[config.mk]
export PLATFORM = sky130hd
export DESIGN_NAME = cht_shift_bank
export DESIGN_NICKNAME = d
export VERILOG_FILES = /design/src/rtl/cht_shift_bank.sv
export SDC_FILE = /design/constraint.sdc
export NUM_CORES = 1
export LEC_CHECK = 0
export CAP_MARGIN = 25
export CORE_MARGIN = 4
export CORE_UTILIZATION = 40
export DETAILED_ROUTE_END_ITERATION = 8
export PLACE_DENSITY = 0.7
export RECOVER_POWER = 50
export SYNTH_ARGS = -nofsm -noshare
export SYNTH_HDL_FRONTEND = slang
export SYNTH_SLANG_ARGS = --single-unit
[constraint.sdc]
create_clock -name clk -period 2.8 [get_ports clk]
set_clock_uncertainty 0.1 [all_clocks]
set_input_delay 0.42 -clock clk [delete_from_list [all_inputs] [get_ports clk]]
set_output_delay 0.42 -clock clk [all_outputs]
set_load 0.005 [all_outputs]
[src/rtl/cht_shift_bank.sv]
// Multi-lane registered shift/rotate bank: LOAD, SHL, SHR and ROT at one bit per cycle.
// The rotate datapath is built only when CHT_SHIFT_ROTATE_EN is defined; otherwise op 11 is a no-op.
module cht_shift_bank #(
  parameter int unsigned WIDTH = 16,
  parameter int unsigned LANES = 4,
  parameter int unsigned AMT_W = $clog2(WIDTH) + 1
) (
  input  logic                   clk,
  input  logic                   rst,
  input  logic                   clr,
  input  logic                   cmd_valid,
  output logic                   cmd_ready,
  input  logic [1:0]             cmd_op,
  input  logic [AMT_W-1:0]       cmd_amt,
  input  logic [LANES-1:0]       cmd_mask,
  input  logic                   fill_bit,
  input  logic [LANES*WIDTH-1:0] load_data,
  output logic [LANES*WIDTH-1:0] data_out,
  output logic                   busy,
  output logic                   done
);

  typedef enum logic [1:0] {StIdle, StShift, StDone} state_e;

  localparam logic [1:0] OpLoad = 2'b00;
  localparam logic [1:0] OpShl  = 2'b01;
  localparam logic [1:0] OpShr  = 2'b10;
`ifdef CHT_SHIFT_ROTATE_EN
  localparam logic [1:0] OpRot  = 2'b11;
`endif

  state_e                        state_q, state_d;
  logic [AMT_W-1:0]              cnt_q, cnt_d;
  logic [1:0]                    op_q, op_d;
  logic [LANES-1:0]              mask_q, mask_d;
  logic                          fill_q, fill_d;
  logic [LANES-1:0][WIDTH-1:0]   data_q, data_d;
  logic [LANES-1:0][WIDTH-1:0]   step_val;

  logic             accept;
  logic             shift_op;
  logic [AMT_W-1:0] amt_sat;

  assign cmd_ready = (state_q == StIdle) & ~clr & ~rst;
  assign accept    = cmd_valid & cmd_ready;
  assign amt_sat   = (cmd_amt > AMT_W'(WIDTH)) ? AMT_W'(WIDTH) : cmd_amt;

  // Ops that take the multi-cycle SHIFT path; without the rotate feature op 11 finishes at once.
`ifdef CHT_SHIFT_ROTATE_EN
  assign shift_op = (cmd_op != OpLoad);
`else
  assign shift_op = (cmd_op == OpShl) | (cmd_op == OpShr);
`endif

  always_ff @(posedge clk) begin
    if (rst) begin
      state_q <= StIdle;
      cnt_q   <= '0;
      op_q    <= OpLoad;
      mask_q  <= '0;
      fill_q  <= 1'b0;
      data_q  <= '0;
    end else begin
      state_q <= state_d;
      cnt_q   <= cnt_d;
      op_q    <= op_d;
      mask_q  <= mask_d;
      fill_q  <= fill_d;
      data_q  <= data_d;
    end
  end

  // Next-state logic
  always_comb begin
    state_d = state_q;
    cnt_d   = cnt_q;
    case (state_q)
      StIdle: begin
        if (accept) begin
          if (shift_op && (amt_sat != '0)) begin
            state_d = StShift;
            cnt_d   = amt_sat;
          end else begin
            state_d = StDone;
          end
        end
      end
      StShift: begin
        cnt_d = cnt_q - AMT_W'(1);
        if (cnt_q == AMT_W'(1)) begin
          state_d = StDone;
        end
      end
      StDone:  state_d = StIdle;
      default: state_d = StIdle;
    endcase
    if (clr) begin
      state_d = StIdle;
      cnt_d   = '0;
    end
  end

  // One-bit step for every lane, applied only to masked lanes while shifting
  always_comb begin
    step_val = data_q;
    for (int unsigned i = 0; i < LANES; i++) begin
      case (op_q)
        OpShl:   step_val[i] = {data_q[i][WIDTH-2:0], fill_q};
        OpShr:   step_val[i] = {fill_q, data_q[i][WIDTH-1:1]};
`ifdef CHT_SHIFT_ROTATE_EN
        OpRot:   step_val[i] = {data_q[i][0], data_q[i][WIDTH-1:1]};
`endif
        default: step_val[i] = data_q[i];
      endcase
    end
  end

  // Command capture and lane datapath
  always_comb begin
    op_d   = op_q;
    mask_d = mask_q;
    fill_d = fill_q;
    data_d = data_q;
    if (accept) begin
      op_d   = cmd_op;
      mask_d = cmd_mask;
      fill_d = fill_bit;
      if (cmd_op == OpLoad) begin
        for (int unsigned i = 0; i < LANES; i++) begin
          if (cmd_mask[i]) begin
            data_d[i] = load_data[i*WIDTH +: WIDTH];
          end
        end
      end
    end
    if (state_q == StShift) begin
      for (int unsigned i = 0; i < LANES; i++) begin
        if (mask_q[i]) begin
          data_d[i] = step_val[i];
        end
      end
    end
    // Clear wins over any load or shift step in the same cycle.
    if (clr) begin
      data_d = '0;
    end
  end

  // Outputs
  always_comb begin
    busy     = (state_q != StIdle);
    done     = (state_q == StDone);
    data_out = data_q;
  end

endmodule

==> flow_metrics.env <==
export IMPL_synth_warning_count=0
export IMPL_crit_family="buffers and inverters"
export IMPL_grt_pass1_wl_mm=22.6
export IMPL_cts_tree="yes"
export IMPL_area_growth_pct=41.4
export IMPL_dr_first_iter_drc_count=223
export IMPL_fin_setup_tns_ps=0
export IMPL_wire_per_inst_um=18.6
export IMPL_fp_dieW_um=115
export IMPL_num_antenna_cells=0
export IMPL_grt_max_degree=36
export IMPL_grt_util_met3_pct=4.32
export IMPL_synthArstFlopShare_pct=0
export IMPL_placed_cell_area_mm2=0.00615
export IMPL_drv_cap=0
export IMPL_drive_above_1_share_pct=8.01
export IMPL_std_cell_rows=38
export IMPL_clkTransAtPathRegs_ps=60
export IMPL_hold_path_class="register to register"
export IMPL_relSlewSlack_pct=51.7
export IMPL_final_core_util_pct=58.8
export IMPL_leakagePower_nw=3.13
export IMPL_min_period_ps=2640
export IMPL_vias=4489
export IMPL_clkLatencyLatePin_ps=340
export IMPL_yosysTopAreaCell="dfxtp_1"
export IMPL_fmax_mhz=378
export IMPL_die_area_mm2=0.0133
export IMPL_gp_congestion=0.865
export IMPL_register_area_mm2=0.00156
export IMPL_final_antenna_net_count=0
export IMPL_post_route_cell_area_mm2=0.00649
export IMPL_yosysMostFrequentCell="dfxtp_1"
export IMPL_wl_mm=14.0
export IMPL_holdWs_ps=390
export IMPL_postSynthCellCount=483
export IMPL_synth_fp_nets=566
export IMPL_grt_pass1_vias=4461
export IMPL_postCtsSetupRepairBufs=0
export IMPL_cp_max_fo=7
export IMPL_synth_area_leaders="dfxtp_1 34%, o211a_1 7.4%, o221a_1 7.4%"
export IMPL_ys_types=48
export IMPL_crit_path_max_incr_delay_ps=640
export IMPL_path_cells="dlygate4sd3_1, or2_2, nor2_1, clkdlybuf4s50_1"
export IMPL_h_tree_depth=3
export IMPL_die_h_um=115
export IMPL_core_area_mm2=0.0110
export IMPL_syn_area_per_cell_um2=9.50
export IMPL_worst_slack_ps=155
export IMPL_routed_via_density=5.97
export IMPL_finalHoldViolCount=0
export IMPL_clock_path_buffers=2
export IMPL_use_met2_pct=33.4
export IMPL_pin_count=147
export IMPL_endpoint_kind="output pin"
export IMPL_overflow=0
export IMPL_slew_viol_final=0
export IMPL_final_nets=690
export IMPL_ys_seq_area_share_pct=34.0
export IMPL_cts_resized=0
export IMPL_place_ws_ps=171
export IMPL_setup_violations=0
export IMPL_syn_area_mm2=0.00459
export IMPL_status="complete, no violations"
export IMPL_critPathArrivalTime_ps=2120
export IMPL_synth_top_area_share_pct=34.0
export IMPL_path_buf_inv=2
export IMPL_hold_buffers=0
export IMPL_powerDensity_mw_per_mm2=430
export IMPL_crit_type="input port to output pin"
export IMPL_drc=0
export IMPL_gr_max_usage_layer="met2"
export IMPL_cts_sinks=78
export IMPL_period_share_pct=94.4
export IMPL_first_pass_iters=4
export IMPL_multiInputGateArea_mm2=0.00276
export IMPL_rsz0062_at_grt="false"
export IMPL_ctsRootBufferMaster="clkbuf_16"
export IMPL_synth_commonest_cells="78 x dfxtp_1, 36 x nor3_1, 34 x a211oi_1, 34 x o211a_1, 31 x and3b_1"
export IMPL_numPortBuffers=146
export IMPL_synth_main_ff_cell="dfxtp_1"
export IMPL_ir_worst_vdd_mv=0.291
export IMPL_worstSetupStartpointType="input port"
export IMPL_antenna_found_initial=0
export IMPL_hpwl_mm=9.70
export IMPL_track_usage_pct=20.7
export IMPL_crit_slowest_cell="dlygate4sd3_1"
export IMPL_n_fill_cell=990
export IMPL_use_met1_pct=27.9
export IMPL_cts_made_buffers=9
export IMPL_synth_seq_cells=78
export IMPL_start_util_pct=41.6
export IMPL_required_ps=2280
export IMPL_worstMarginPinSlew_ps=722
export IMPL_synth_edff_count=0
==> path summary, 6_finish.rpt <==
path,cells after the start,slack [ps],start,endpoint
max,4,160,clr,cmd_ready
min,2,390,cnt_q[4],cnt_q[4]
max reg2reg,4,570,state_q[0],data_out[32]
min reg2reg,2,390,cnt_q[4],cnt_q[4]
==> tightest hold or removal path, stage by stage, from the launching register on <==
cell	delay (ps)
dfxtp_1	320
o31ai_1	60
o22ai_1	60
==> metal layers <==
| metal | wire [µm] | vias up |
|---|---|---|
| li1 | - | 2150 |
| met1 | 6350 | 2165 |
| met2 | 6450 | 158 |
| met3 | 945 | 16 |
| met4 | 214 | 0 |
| met5 | 0 | - |
==> sequential cells by signal, summed over array words and instances (netlist names) <==
signal    count
data_out     64
cnt_q         5
mask_q        4
op_q          2
state_q       2
fill_q        1
==> stage by stage <==
step | cells | total power [mW]
after floorplan | 483 | 1.28
after detailed placement | 736 | 1.45
after global placement | 736 | 1.45
after CTS | 752 | 2.82
after global routing | 752 | 2.89
final | 752 | 2.79
==> cell usage in the layout (no fill, tap or decap), drive strengths merged, types with 9 or more instances in the layout <==
master,instances
buf,20
dlygate4sd3,67
clkdlybuf4s50,79
o22a,28
o211a,34
o21ai,38
dfxtp,78
and3b,31
o221a,30
mux2,28
nor2,16
a211oi,35
clkbuf,9
nor3,36
==> kinds of logic (layout without fill, tap and decap cells) <==
| group | count (synthesis) | count (layout) | share of synthesized area [%] |
|---|---|---|---|
| xor+xnor | 2 | 2 | 0.382 |
| compound gates | 185 | 185 | 33.4 |
| flops | 78 | 78 | 34.0 |
| buf+inv | 59 | 188 | 6.00 |
| fa+ha+maj | 3 | 3 | 0.818 |
| mux | 36 | 36 | 8.62 |
| simple gates | 120 | 120 | 16.8 |
==> report_power, final <==
group | switching, mW | total, mW | leakage (nW) | internal, mW
Combinational | 0.126 | 0.290 | 2.33 | 0.164
Clock | 0.487 | 1.36 | 0.166 | 0.876
Sequential | 0.0144 | 1.14 | 0.629 | 1.12
==> layout make-up <==
| class | instances | share of cell area (%) |
|---|---|---|
| multi-input cells | 346 | 42.6 |
| repair buffers | 166 | 25.0 |
| flip-flops and latches | 78 | 24.1 |
| clock buffers | 9 | 3.47 |
| well taps | 140 | 2.70 |
| clock inverters | 7 | 1.85 |
| inverters | 6 | 0.347 |
Power figures use the tool's default switching activity.
